$ cat config.mk
export PLATFORM = sky130hd
export DESIGN_NAME = swo_byte_fifo
export DESIGN_NICKNAME = d
export VERILOG_FILES = /design/src/rtl/swo_byte_fifo.sv
export SDC_FILE = /design/constraint.sdc
export NUM_CORES = 1
export LEC_CHECK = 0
export CAP_MARGIN = 20
export CORE_MARGIN = 1.5
export CORE_UTILIZATION = 40
export DETAILED_ROUTE_END_ITERATION = 8
export HOLD_SLACK_MARGIN = 0.05
export MAX_ROUTING_LAYER = met4
export PLACE_DENSITY_LB_ADDON = 0.12
export SETUP_SLACK_MARGIN = 0.2
export SLEW_MARGIN = 20
export SYNTH_ARGS = -nofsm -noshare
export SYNTH_HDL_FRONTEND = slang
export SYNTH_SLANG_ARGS = --single-unit
$ cat constraint.sdc
create_clock -name clk -period 9.4 [get_ports clk]
set_input_delay 1.88 -clock clk [delete_from_list [all_inputs] [get_ports clk]]
set_output_delay 1.88 -clock clk [all_outputs]
set_load 0.02 [all_outputs]
$ cat src/rtl/swo_byte_fifo.sv
// swo_byte_fifo: byte queue behind the SWO decoder. Turns byte-ready toggles into
// writes, buffers bytes for a valid/ready consumer, and counts bytes dropped when full.
// Ports: clk, rst (sync, active-low), byteAvail/completeByte (decoder side),
//   dataOut/dataValid/dataReady (consumer side), fifoLevel, overflow, dropCount, clrStats.
module swo_byte_fifo #(
  parameter int DEPTH_LOG2 = 4
) (
  input  logic                  clk,
  input  logic                  rst,
  input  logic                  byteAvail,
  input  logic [7:0]            completeByte,
  output logic [7:0]            dataOut,
  output logic                  dataValid,
  input  logic                  dataReady,
  output logic [DEPTH_LOG2:0]   fifoLevel,
  output logic                  overflow,
  output logic [15:0]           dropCount,
  input  logic                  clrStats
);

  localparam int ENTRIES = (1 << DEPTH_LOG2) - 1;
  localparam logic [DEPTH_LOG2-1:0] PMAX = DEPTH_LOG2'(ENTRIES - 1);
  localparam logic [DEPTH_LOG2:0] LVL_FULL = (DEPTH_LOG2+1)'(1 << DEPTH_LOG2);

  logic [7:0]            r_mem [0:ENTRIES-1];
  logic [DEPTH_LOG2-1:0] r_wrPtr;
  logic [DEPTH_LOG2-1:0] r_rdPtr;
  logic [DEPTH_LOG2-1:0] r_memCnt;
  logic                  r_prevAvail;
  logic                  r_armed;
  logic [7:0]            r_dataOut;
  logic                  r_dataValid;
  logic                  r_overflow;
  logic [15:0]           r_dropCount;

  logic                  w_wr;
  logic                  w_pop;
  logic                  w_full;
  logic                  w_drop;
  logic                  w_accept;
  logic                  w_memEmpty;
  logic                  w_bypass;
  logic                  w_memWr;
  logic                  w_memRd;
  logic [7:0]            w_head;
  logic [DEPTH_LOG2-1:0] w_memCntNxt;

  assign fifoLevel = {1'b0, r_memCnt} + {{DEPTH_LOG2{1'b0}}, r_dataValid};
  assign dataOut   = r_dataOut;
  assign dataValid = r_dataValid;
  assign overflow  = r_overflow;
  assign dropCount = r_dropCount;

  assign w_wr       = r_armed && (byteAvail != r_prevAvail);
  assign w_pop      = r_dataValid && dataReady;
  assign w_full     = (fifoLevel == LVL_FULL);
  assign w_drop     = w_wr && w_full && !w_pop;
  assign w_accept   = w_wr && !w_drop;
  assign w_memEmpty = (r_memCnt == '0);
  // Straight into the output register when it is (or is about to become) empty.
  assign w_bypass   = !r_dataValid || (w_pop && w_memEmpty);
  assign w_memWr    = w_accept && !w_bypass;
  assign w_memRd    = w_pop && !w_memEmpty;
  assign w_head     = r_mem[r_rdPtr];

  always_comb begin
    w_memCntNxt = r_memCnt;
    if (w_memWr && !w_memRd)
      w_memCntNxt = r_memCnt + 1'b1;
    else if (!w_memWr && w_memRd)
      w_memCntNxt = r_memCnt - 1'b1;
  end

  always_ff @(posedge clk) begin
    if (w_memWr)
      r_mem[r_wrPtr] <= completeByte;
  end

  always_ff @(posedge clk) begin
    if (!rst) begin
      r_wrPtr     <= '0;
      r_rdPtr     <= '0;
      r_memCnt    <= '0;
      r_prevAvail <= byteAvail;
      r_armed     <= 1'b0;
      r_dataOut   <= 8'h00;
      r_dataValid <= 1'b0;
      r_overflow  <= 1'b0;
      r_dropCount <= 16'h0000;
    end else begin
      r_prevAvail <= byteAvail;
      r_armed     <= 1'b1;
      r_memCnt    <= w_memCntNxt;
      if (w_memWr)
        r_wrPtr <= (r_wrPtr == PMAX) ? '0 : r_wrPtr + 1'b1;
      if (w_memRd)
        r_rdPtr <= (r_rdPtr == PMAX) ? '0 : r_rdPtr + 1'b1;
      if (w_memRd) begin
        r_dataOut   <= w_head;
        r_dataValid <= 1'b1;
      end else if (w_accept && w_bypass) begin
        r_dataOut   <= completeByte;
        r_dataValid <= 1'b1;
      end else if (w_pop) begin
        r_dataValid <= 1'b0;
      end
      // A drop coinciding with a clear survives as a single counted drop.
      if (clrStats) begin
        r_overflow  <= w_drop;
        r_dropCount <= w_drop ? 16'h0001 : 16'h0000;
      end else if (w_drop) begin
        r_overflow <= 1'b1;
        if (r_dropCount != 16'hFFFF)
          r_dropCount <= r_dropCount + 16'h0001;
      end
    end
  end

endmodule

==> flow_metrics.tcl <==
set metrics [dict create \
    status "completed" \
    rsz0062_at_grt "no" \
    synth_top_area_cell "edfxtp_1" \
    cts_buffer_depth 2 \
    final_area_sq_um 7910 \
    power_frac_comb 0.037 \
    endpoint_kind "register" \
    syn_inst 456 \
    clock_skew_ns 0.00811 \
    grt_max_degree 41 \
    worstPathArrival_ns 5.08 \
    netlist_area_sq_um 6750 \
    yosys-top-cells-area "edfxtp_1, dfxtp_1, mux4_2" \
    use_met3 0.0452 \
    nFillCells 1424 \
    ys.flop_type "edfxtp_1" \
    cts_setup_buffers 0 \
    fp.dieW_um 133 \
    max_freq_mhz 211 \
    layout_setup_ws_ns 4.66 \
    crit_fanout 6 \
    tns_ns 0 \
    hold_buffers 0 \
    min_path_type "register to register" \
    seqCellArea_sq_um 4490 \
    ioPinCount 44 \
    start_util 0.408 \
    internal_power_w 0.00114 \
    cp-start-kind "input pin" \
    grt_pass1_wl_um 22500 \
    synth_xor_area_frac 0.0130 \
    async_reset_ff_frac 0 \
    cts_tree "done" \
    grt_pass1_vias 3888 \
    rows 47 \
    cts.clk_slew.worst_paths_ns 0.06 \
    post-route-min-period_ns 4.74 \
    synth_top_cell_area_share 0.534 \
    tightestPinTransition_ns 1.04 \
    power.share.clock 0.417 \
    whs_path_depth 2 \
    power_density_nw_per_um2 182 \
    die_y_um 133 \
    yosysSeqAreaShare 0.665 \
    core-area_sq_um 16500 \
    cts_made_buffers 17 \
    die_area_sq_um 17700 \
    max_slew_margin 0.305 \
    max-cap-violations 0 \
    drc 0 \
    rrSetupSlack_ns 5.68 \
    synthSimpleGateAreaFrac 0.0966 \
    worstSetupPathType "input pin to register" \
    swShare 0.210 \
    crit_start "dataReady" \
    clkSinkCount 164 \
    finalSetupViolations 0 \
    portBuffers 43 \
    total_power_w 0.00144 \
    synth_compound_area_frac 0.0631 \
    ant_nets 0 \
    layout.nets 521 \
    dp_slack_ns 4.30 \
    fin_crit_sh 0.505 \
    grt_busiest_layer "met2" \
    cp.required_ns 9.74 \
    via_count 3874 \
    power_frac_seq 0.546 \
    met2_usage 0.269 \
    dpl-instance-area_sq_um 7400 \
    power.leakage_nw 2.46 \
    gp_congestion 0.837 \
    cts_resized 0 \
    p_sw_w 0.000302 \
    synthMuxAreaShare 0.129 \
    yosysWarnings 0 \
    synth_cell_types 48 \
    drv_slew 0 \
    final_common_cell "edfxtp_1" \
    drt_iter0_drc 347 \
    hold_ws_ns 0.478 \
    min_from "overflow" \
    vias_per_cell 5.28 \
    multi_input_area_sq_um 2140 \
    syn_to_final_growth_pct 17.3 \
    dpl.hpwl_um 8890 \
    htreeDepth 4 \
    cts_root_buffer "clkbuf_16" \
    gr-usage-all-layers 0.175 \
    ys_ff_latch 164 \
    final_cell_mix "edfxtp_1, clkdlybuf4s50_1, dfxtp_1" \
    drtPass1Iterations 4 \
    r2r-start "r_memCnt[0]" \
    grt_antenna_before_repair 0 \
    synth_top_family_by_area "multiplexers" \
    synth_nets 476 \
    yosys.area_share.adder 0.0141 \
    grtUsageMet1 0.233 \
    clk_latency_ns 0.42 \
    globalRouteOverflowTotal 0 \
    r2r_cells 14 \
    synth_edf_count 120 \
    routedWlPerCell_um 19.0 \
    syn_area_per_cell_sq_um 14.8 \
    drive_gt1_frac 0.152 \
    final_hold_viol_count 0 \
    routed_wl_um 13900 \
    ir_worst_vdd_v 0.000116 \
    antenna_cells 0 \
]
critical path: stages:
cell	delay, ns
clkdlybuf4s50_1	0.44
a211o_1	0.34
o311ai_0	0.60
or2_1	0.27
inv_2	0.09
ha_1	0.24
inv_1	0.12
ha_1	0.24
a21o_1	0.18
a21oi_1	0.16
xnor2_1	0.09
or3_1	0.30
a21oi_1	0.13
layer usage:
metal	part of all wire	vias to the layer above
li1	-	1859
met5	0	-
met3	0.032	12
met4	0.0090	0
met1	0.47	1920
met2	0.49	83
worst paths after layout:
path,endpoint
hold / removal,overflow
setup reg to reg,r_memCnt[3]
setup / recovery,r_memCnt[3]
hold reg to reg,overflow
cell usage after synthesis, types with 3 or more instances:
master	n
edfxtp_1	120
dfxtp_1	44
a21oi_1	31
nor2_1	28
mux2i_1	24
mux4_2	24
o21ai_0	24
nand2_1	20
clkbuf_1	15
nand3_1	12
or3_1	10
mux2_2	8
nor3_1	7
ha_1	6
inv_1	6
nand4_1	6
o22ai_1	6
xnor2_1	6
and3_1	4
and4_1	4
buf_2	4
nand2b_1	4
xor2_1	4
buf_4	3
nand3b_1	3
nor4b_4	3
o211ai_1	3
power groups by stage:
| stage | clock network, W | logic (W) | registers [W] |
|---|---|---|---|
| finish | 0.000599 | 0.0000527 | 0.000785 |
| global route | 0.000647 | 0.0000578 | 0.000786 |
| CTS | 0.000614 | 0.0000534 | 0.000785 |
| detailed placement | 0 | 0.0000533 | 0.000801 |
| global placement | 0 | 0.0000522 | 0.000801 |
| floorplan | 0 | 0.0000253 | 0.000801 |
per-stage QoR:
step / util / instances
2_1_floorplan: - / 456
3_3_place_gp: 0.448 / 702
3_5_place_dp: 0.448 / 702
4_1_cts: 0.478 / 734
5_1_grt: 0.479 / 734
6_report: 0.479 / 734
registers in the layout, summed over array words and instances, names as in the netlist, named ones only:
register     cells
r_rdPtr          4
dropCount       16
r_prevAvail      1
overflow         1
dataValid        1
r_memCnt         4
r_mem          120
dataOut          8
r_wrPtr          4
r_armed          1
area by class of cell:
| cell class | count | share of cell area |
|---|---|---|
| multi-input cells | 262 | 0.271 |
| inverters | 7 | 0.00332 |
| flip-flops and latches | 164 | 0.567 |
| well taps | 220 | 0.0348 |
| repair buffers | 49 | 0.0601 |
| clock inverters | 11 | 0.00822 |
| clock buffers | 21 | 0.0557 |
cells by family (layout without fill, tap and decap cells):
group / after synthesis / in the layout
buffers and inverters: 30 / 88
xor gates and xnor gates: 10 / 10
DFF: 164 / 164
adders and majority gates: 7 / 7
AOI/OAI and AO/OA: 75 / 75
and+or+nand+nor: 114 / 114
muxes: 56 / 56
Note: power is estimated with default switching activity, not from simulation.
